==> src/rtl/run_length_decode_stage_if.sv <==
// Symbol-in / coefficient-pair-out bundle for the run-length decode stage.
// slave is the decoder side, master is the producer/consumer side.
interface run_length_decode_stage_if #(
  parameter int DATA_WIDTH   = 15,
  parameter int OUTPUT_WIDTH = 16
);
  logic [OUTPUT_WIDTH-1:0] i_data0;
  logic [OUTPUT_WIDTH-1:0] i_data1;
  logic                    wen;
  logic                    o_ready;
  logic [DATA_WIDTH-1:0]   o_data0;
  logic [DATA_WIDTH-1:0]   o_data1;
  logic                    rsync;
  logic                    o_last;
  logic                    o_err;

  modport slave (
    input  i_data0, i_data1, wen,
    output o_ready, o_data0, o_data1, rsync, o_last, o_err
  );

  modport master (
    output i_data0, i_data1, wen,
    input  o_ready, o_data0, o_data1, rsync, o_last, o_err
  );
endinterface

==> src/rtl/run_length_decode_stage.sv <==
// Expands (run, value) symbols into 64-coefficient blocks, emitting one
// even/odd coefficient pair per rsync beat.
module run_length_decode_stage #(
  parameter int DATA_WIDTH   = 15,
  parameter int OUTPUT_WIDTH = 16
) (
  input  logic                           i_clk,
  input  logic                           i_resetn,
  run_length_decode_stage_if.slave       bus
);

  localparam int RunW = OUTPUT_WIDTH + 1;
  localparam logic [6:0] BlockLen = 7'd64;

  typedef enum logic {StAccept, StExpand} state_e;

  state_e                r_state;
  logic                  r_ready;
  logic [6:0]            r_pos;
  logic [6:0]            r_rem;
  logic [DATA_WIDTH-1:0] r_val;
  logic                  r_has_val;
  logic                  r_ovf;
  logic [DATA_WIDTH-1:0] r_buf0;
  logic [DATA_WIDTH-1:0] r_buf1;
  logic [DATA_WIDTH-1:0] r_data0;
  logic [DATA_WIDTH-1:0] r_data1;
  logic                  r_rsync;
  logic                  r_last;
  logic                  r_err;

  logic [6:0]            w_room;
  logic [RunW-1:0]       w_run_p1;
  logic                  w_eob;
  logic                  w_ovf;
  logic [1:0]            w_k;
  logic [DATA_WIDTH-1:0] w_slot0;
  logic [DATA_WIDTH-1:0] w_slot1;
  logic [6:0]            w_pos_nx;
  logic [6:0]            w_rem_nx;
  logic                  w_unused;

  assign w_room   = BlockLen - r_pos;
  assign w_run_p1 = {1'b0, bus.i_data0} + RunW'(1);
  assign w_eob    = &bus.i_data0;
  assign w_ovf    = !w_eob && (w_run_p1 > RunW'(w_room));
  assign w_unused = ^bus.i_data1[OUTPUT_WIDTH-1:DATA_WIDTH];

  // The symbol's value is its last coefficient, i.e. the one generated when r_rem counts down to 1.
  always_comb begin
    w_k     = 2'd2;
    w_slot0 = r_buf0;
    w_slot1 = r_buf1;
    if (r_pos[0]) begin
      w_k     = 2'd1;
      w_slot1 = (r_rem == 7'd1 && r_has_val) ? r_val : '0;
    end else if (r_rem == 7'd1) begin
      w_k     = 2'd1;
      w_slot0 = r_has_val ? r_val : '0;
    end else begin
      w_slot0 = '0;
      w_slot1 = (r_rem == 7'd2 && r_has_val) ? r_val : '0;
    end
  end

  assign w_pos_nx = r_pos + {5'd0, w_k};
  assign w_rem_nx = r_rem - {5'd0, w_k};

  always_ff @(posedge i_clk or negedge i_resetn) begin
    if (!i_resetn) begin
      r_state   <= StAccept;
      r_ready   <= 1'b1;
      r_pos     <= '0;
      r_rem     <= '0;
      r_val     <= '0;
      r_has_val <= 1'b0;
      r_ovf     <= 1'b0;
      r_buf0    <= '0;
      r_buf1    <= '0;
      r_data0   <= '0;
      r_data1   <= '0;
      r_rsync   <= 1'b0;
      r_last    <= 1'b0;
      r_err     <= 1'b0;
    end else begin
      r_rsync <= 1'b0;
      r_last  <= 1'b0;
      r_err   <= 1'b0;
      unique case (r_state)
        StAccept: begin
          if (bus.wen) begin
            // EOB and overflowing symbols both pad with zeros to the end of the block.
            r_rem     <= (w_eob || w_ovf) ? w_room : w_run_p1[6:0];
            r_has_val <= !w_eob && !w_ovf;
            r_ovf     <= w_ovf;
            r_val     <= bus.i_data1[DATA_WIDTH-1:0];
            r_state   <= StExpand;
            r_ready   <= 1'b0;
          end
        end
        StExpand: begin
          r_buf0 <= w_slot0;
          r_buf1 <= w_slot1;
          r_rem  <= w_rem_nx;
          r_pos  <= w_pos_nx;
          if (!w_pos_nx[0]) begin
            r_data0 <= w_slot0;
            r_data1 <= w_slot1;
            r_rsync <= 1'b1;
          end
          if (w_pos_nx == BlockLen) begin
            r_last <= 1'b1;
            r_err  <= r_ovf;
            r_pos  <= '0;
          end
          if (w_rem_nx == 7'd0 || w_pos_nx == BlockLen) begin
            r_state <= StAccept;
            r_ready <= 1'b1;
          end
        end
        default: r_state <= StAccept;
      endcase
    end
  end

  assign bus.o_ready = r_ready;
  assign bus.o_data0 = r_data0;
  assign bus.o_data1 = r_data1;
  assign bus.rsync   = r_rsync;
  assign bus.o_last  = r_last;
  assign bus.o_err   = r_err;

endmodule

==> src/flat_wrapper.sv <==
// flat-port wrapper written by rule: the top's interface ports become plain ports
module run_length_decode_stage_flat 
#(
  parameter int DATA_WIDTH   = 15,
  parameter int OUTPUT_WIDTH = 16
)
  (i_clk, i_resetn, bus_i_data0, bus_i_data1, bus_wen, bus_o_ready, bus_o_data0, bus_o_data1, bus_rsync, bus_o_last, bus_o_err);
  run_length_decode_stage_if #(.DATA_WIDTH(DATA_WIDTH), .OUTPUT_WIDTH(OUTPUT_WIDTH)) bus_i ();
  input  logic i_clk;
  input  logic i_resetn;
  input wire logic [$bits(bus_i.i_data0)-1:0] bus_i_data0;
  input wire logic [$bits(bus_i.i_data1)-1:0] bus_i_data1;
  input wire logic [$bits(bus_i.wen)-1:0] bus_wen;
  output wire logic [$bits(bus_i.o_ready)-1:0] bus_o_ready;
  output wire logic [$bits(bus_i.o_data0)-1:0] bus_o_data0;
  output wire logic [$bits(bus_i.o_data1)-1:0] bus_o_data1;
  output wire logic [$bits(bus_i.rsync)-1:0] bus_rsync;
  output wire logic [$bits(bus_i.o_last)-1:0] bus_o_last;
  output wire logic [$bits(bus_i.o_err)-1:0] bus_o_err;
  assign bus_i.i_data0 = bus_i_data0;
  assign bus_i.i_data1 = bus_i_data1;
  assign bus_i.wen = bus_wen;
  assign bus_o_ready = bus_i.o_ready;
  assign bus_o_data0 = bus_i.o_data0;
  assign bus_o_data1 = bus_i.o_data1;
  assign bus_rsync = bus_i.rsync;
  assign bus_o_last = bus_i.o_last;
  assign bus_o_err = bus_i.o_err;
  run_length_decode_stage #(.DATA_WIDTH(DATA_WIDTH), .OUTPUT_WIDTH(OUTPUT_WIDTH)) u_core (.i_clk(i_clk), .i_resetn(i_resetn), .bus(bus_i));
endmodule
==> config.mk <==
export PLATFORM = sky130hd
export DESIGN_NAME = run_length_decode_stage_flat
export DESIGN_NICKNAME = d
export VERILOG_FILES = /design/src/rtl/run_length_decode_stage_if.sv /design/src/rtl/run_length_decode_stage.sv /design/src/flat_wrapper.sv
export SDC_FILE = /design/constraint.sdc
export NUM_CORES = 1
export LEC_CHECK = 0
export CELL_PAD_IN_SITES_DETAIL_PLACEMENT = 1
export CELL_PAD_IN_SITES_GLOBAL_PLACEMENT = 1
export CORE_ASPECT_RATIO = 1.4
export CORE_MARGIN = 5
export CORE_UTILIZATION = 40
export CTS_CLUSTER_SIZE = 20
export DETAILED_ROUTE_END_ITERATION = 10
export PLACE_DENSITY = 0.9
export SKIP_CTS_REPAIR_TIMING = 1
export SLEW_MARGIN = 20
export SYNTH_ARGS = -nofsm -noshare
export SYNTH_HDL_FRONTEND = slang
export SYNTH_SLANG_ARGS = --single-unit
==> constraint.sdc <==
create_clock -name i_clk -period 3.74 [get_ports i_clk]
set_clock_uncertainty 0.05 [all_clocks]
set_input_delay 0.748 -clock i_clk [delete_from_list [all_inputs] [get_ports i_clk]]
set_output_delay 0.748 -clock i_clk [all_outputs]
set_load 0.02 [all_outputs]
==> results.txt <==
- The finished cells cover 5420 um^2.
- Final max-slew violation count: 0
- After the flow finishes, the layout carries non-filler instances totaling 683.
- TritonCTS built the clock tree.
* Top FF cell, synth: dfrtp_1
* Post-route total power: 3490 uW
- Of all nets on the critical path, the largest fanout is 7.
* Number of enable flip-flop cells after synthesis: 0
* Final weighted congestion in routability-driven placement: 0.802
- Highest-count cells in the layout ignoring fill and taps: nand2_1, dfrtp_1, clkdlybuf4s50_1, nand3_1, xnor2_1
- Headroom to the max-slew limit came out at 0.323.
* Syn Inst Count: 478
* Clk Tree Root Cell: clkbuf_16
* Area of the core: between 10000 and 15000 um^2
* Detailed-routing iteration count for the pre-antenna-repair pass: 4
- For this run, design rule violations remaining after detail routing come to 0.
- Power per unit of standard cell area: 644 nW/um^2
- Initial Utilization: 0.412
- Across the whole layout, storage elements account for 2030 um^2.
* Number of warnings printed during yosys synthesis: 0
- Setup repair after global routing left no endpoint under its margin.
- Cell types with the largest area share after synthesis: dfrtp_1, nand2_1, ha_1, xnor2_1, a22o_1
- CTS Sinks: ~80
* Worst min path class: input pin to async pin
- Maximum operating frequency: between 0.2 and 0.3 GHz
- Setup violations remaining at the end of the flow were counted as 0.
- Maximum buffer depth of the clock tree: 2
* Average wire per cell in the routed design: 18.4 um
- Total Neg Setup Slack: 0 ps
- Total track usage: 0.199
- The worst-case IR drop observed on VDD is 351 uV.
- Vias in the first global route: 4218
- STA classifies the critical path endpoint as a register.
- Commonest non-fill, non-tap cell in the layout: nand2_1
- In this run, placement finished with an instance count of 667.
- Share of the synthesized area in the top cell type: 0.465
- Nature of the critical path startpoint: register
- Relative to the synthesized area, the layout overhead comes to 25.7%.
- The cell area that synthesis handed to floorplanning was about 4300 um^2.
- The critical path in this run is classified as register to register.
- The initial antenna violation count is 0.
* Clock slew at reported path FFs: 70 ps
* Level count of the clock H-tree: 3
- Synth Net Count: 528
- Count of filler cells inserted in the layout: 1229
- Destination of the worst register-to-register timing path: u_core.bus.o_err
- Once detailed placement completed, the half-perimeter wirelength came to 8830 um.
- CTS Buf Count: 9
* Share of synthesized flip-flops with an asynchronous set or reset: 1.00
* Area of the die: 13000 um^2
* Post-synth top area cell: dfrtp_1
- Depth of the most critical reg-to-reg path: 11
- In this design, the critical path's most frequently occurring cell is and2_1.
- Data on the critical path arrives at its endpoint at 3680 ps.
- DRT antenna net count: 0
- Static Leak: ~0.0025 uW
- Count of distinct cell types in the synthesized netlist: 54
- Post-layout net count: 590
- Cell Rows: 44
* Slowest cell on the critical path: dfrtp_1
- Proportion of layout cells with a drive suffix above 1: 0.0789
- After synthesis the netlist holds a flip-flop and latch count of 81.
- 0 antenna diodes ended up in the layout.
- Area of the multi-input gates: 2140 um^2
- Minimum setup slack among reg-to-reg paths: 280 ps
* Width of the die: 97.7 um
- The critical path contains buffers and inverters numbering 2 combined.
- Final Hold Vio Count: 0
- The first global-routing pass estimated 20900 um of wire.
- Detailed routing inserted a total of approximately 3.8k vias.
- In the finished design, the share of the clock period the worst path needs comes to 0.925.
- Placed Area: roughly 5100 um^2
- The signal on the critical path passes through nor2_1, nand3b_1, o21ai_0, inv_1, ha_1, and2_1, a21oi_1, or3_1, a2111oi_2, buf_4, and2_1.
* Source of the worst register-to-register timing path: u_core.r_rem[2]
- Buffers placed on the I/O ports in this run total 67.
- The kind of cell with the highest combined delay along the critical path is simple AND/OR/NAND/NOR gates.
- Clock latency on the worst-skew pair, taken at its later pin, is between 300 and 400 ps.
- Worst stage delay on the critical path: 430 ps
- The share of the Yosys chip area taken by registers is 0.471.
- Min Clock Period, post-route: 3460 ps
* Number of max-cap violations: 0
* Measured slew at the worst slew-check pin: 1010 ps
- Entering global routing, the biggest net connects 82 pins.
- Die outline height: 133 um
- Critical path data required time: 3970 ps
* Per-cell via count in the routed design: 5.56
* Routed wire length: 12600 um
* Per-instance average area after synthesis: approximately 9 um^2
- After the first detailed-routing iteration, the DRC count stood at between 150 and 200.
- Remaining global-route overflow: 0
* Status: completed
- IO Pins: slightly below 70
==> final cells by class <==
cell class	instances	area share
sequential	81	0.375
inverter	13	0.00901
clock buffer	11	0.0448
clock inverter	5	0.00578
tap	138	0.0319
multi-input combinational	358	0.396
timing repair buffer	77	0.138
==> flip-flops by register name (all words and copies together), names as in the netlist <==
name / flops
u_core.r_has_val: 1
u_core.bus.o_data1: 15
u_core.bus.rsync: 1
u_core.r_ovf: 1
u_core.r_state: 1
u_core.r_rem: 7
u_core.r_val: 15
u_core.bus.o_ready: 1
u_core.r_pos: 7
u_core.bus.o_data0: 15
u_core.r_buf0: 15
u_core.bus.o_err: 1
u_core.bus.o_last: 1
==> worst max-delay path by stage <==
stage                     from          endpoint  slack, ps  depth (start not counted)
2_1_floorplan  u_core.r_rem[2]  u_core.bus.o_err        780                         11
3_3_place_gp    bus_i_data0[0]   u_core.r_rem[5]        180                         11
3_5_place_dp    bus_i_data0[0]   u_core.r_rem[5]         80                         11
4_1_cts        u_core.r_rem[2]    u_core.r_state        270                         11
5_1_grt        u_core.r_rem[2]    u_core.r_state         60                         11
6_report       u_core.r_rem[2]  u_core.bus.o_err        280                         11
==> cell families (layout without fill, tap and decap cells) <==
family	Yosys count	after routing	share of synthesized area
adder cells (fa/ha/maj)	15	15	0.0453
multiplexers	11	11	0.0267
AND/OR/NAND/NOR	240	240	0.257
XOR/XNOR	25	25	0.0508
flip-flops	81	81	0.471
AO/OA/AOI/OAI	67	67	0.115
buffers and inverters	39	106	0.0340
==> report_power, final <==
part / total [uW] / leakage (uW) / internal (uW) / switching (uW)
logic: 1370 / 0.00127 / 556 / 812
registers: 1290 / 0.00107 / 1050 / 240
clock network: 825 / 0.000135 / 466 / 360
total: 3490 / 0.00247 / 2080 / 1410
==> stage by stage <==
step | hold WS (ps) | worst slack, ps | util
detailed placement | 412 | 84.3 | 0.491
floorplan | 392 | 780 | -
CTS | 431 | 272 | 0.517
global placement | 404 | 180 | 0.491
global route | 453 | 59.9 | 0.518
finish | 403 | 281 | 0.518
==> layer usage <==
layer	vias up	global-route usage	wire length, um
li1	1755	-	-
met1	1916	0.219	4920
met2	102	0.367	6890
met3	22	0.0448	464
met4	0	0.0793	284
met5	-	0	0
==> Yosys cell counts (7+ instances only) <==
master and n:
xor2_1 8, nor2_1 14, dfrtp_1 80, o21ai_0 12
a22o_1 15, nand3_1 24, a21oi_1 14, clkbuf_1 23
nand2_1 146, xnor2_1 17, mux2i_1 7, inv_1 13
nor3_1 9, ha_1 14
==> worst register-to-register path: cells and delay by family, from the launching register on <==
kind,cells,cell delay (ps)
DFF,1,430
and+or+nand+nor,5,1210
buffers and inverters,2,390
AOI/OAI and AO/OA,3,940
adders and majority gates,1,380
Note: power is estimated with default switching activity, not from simulation.
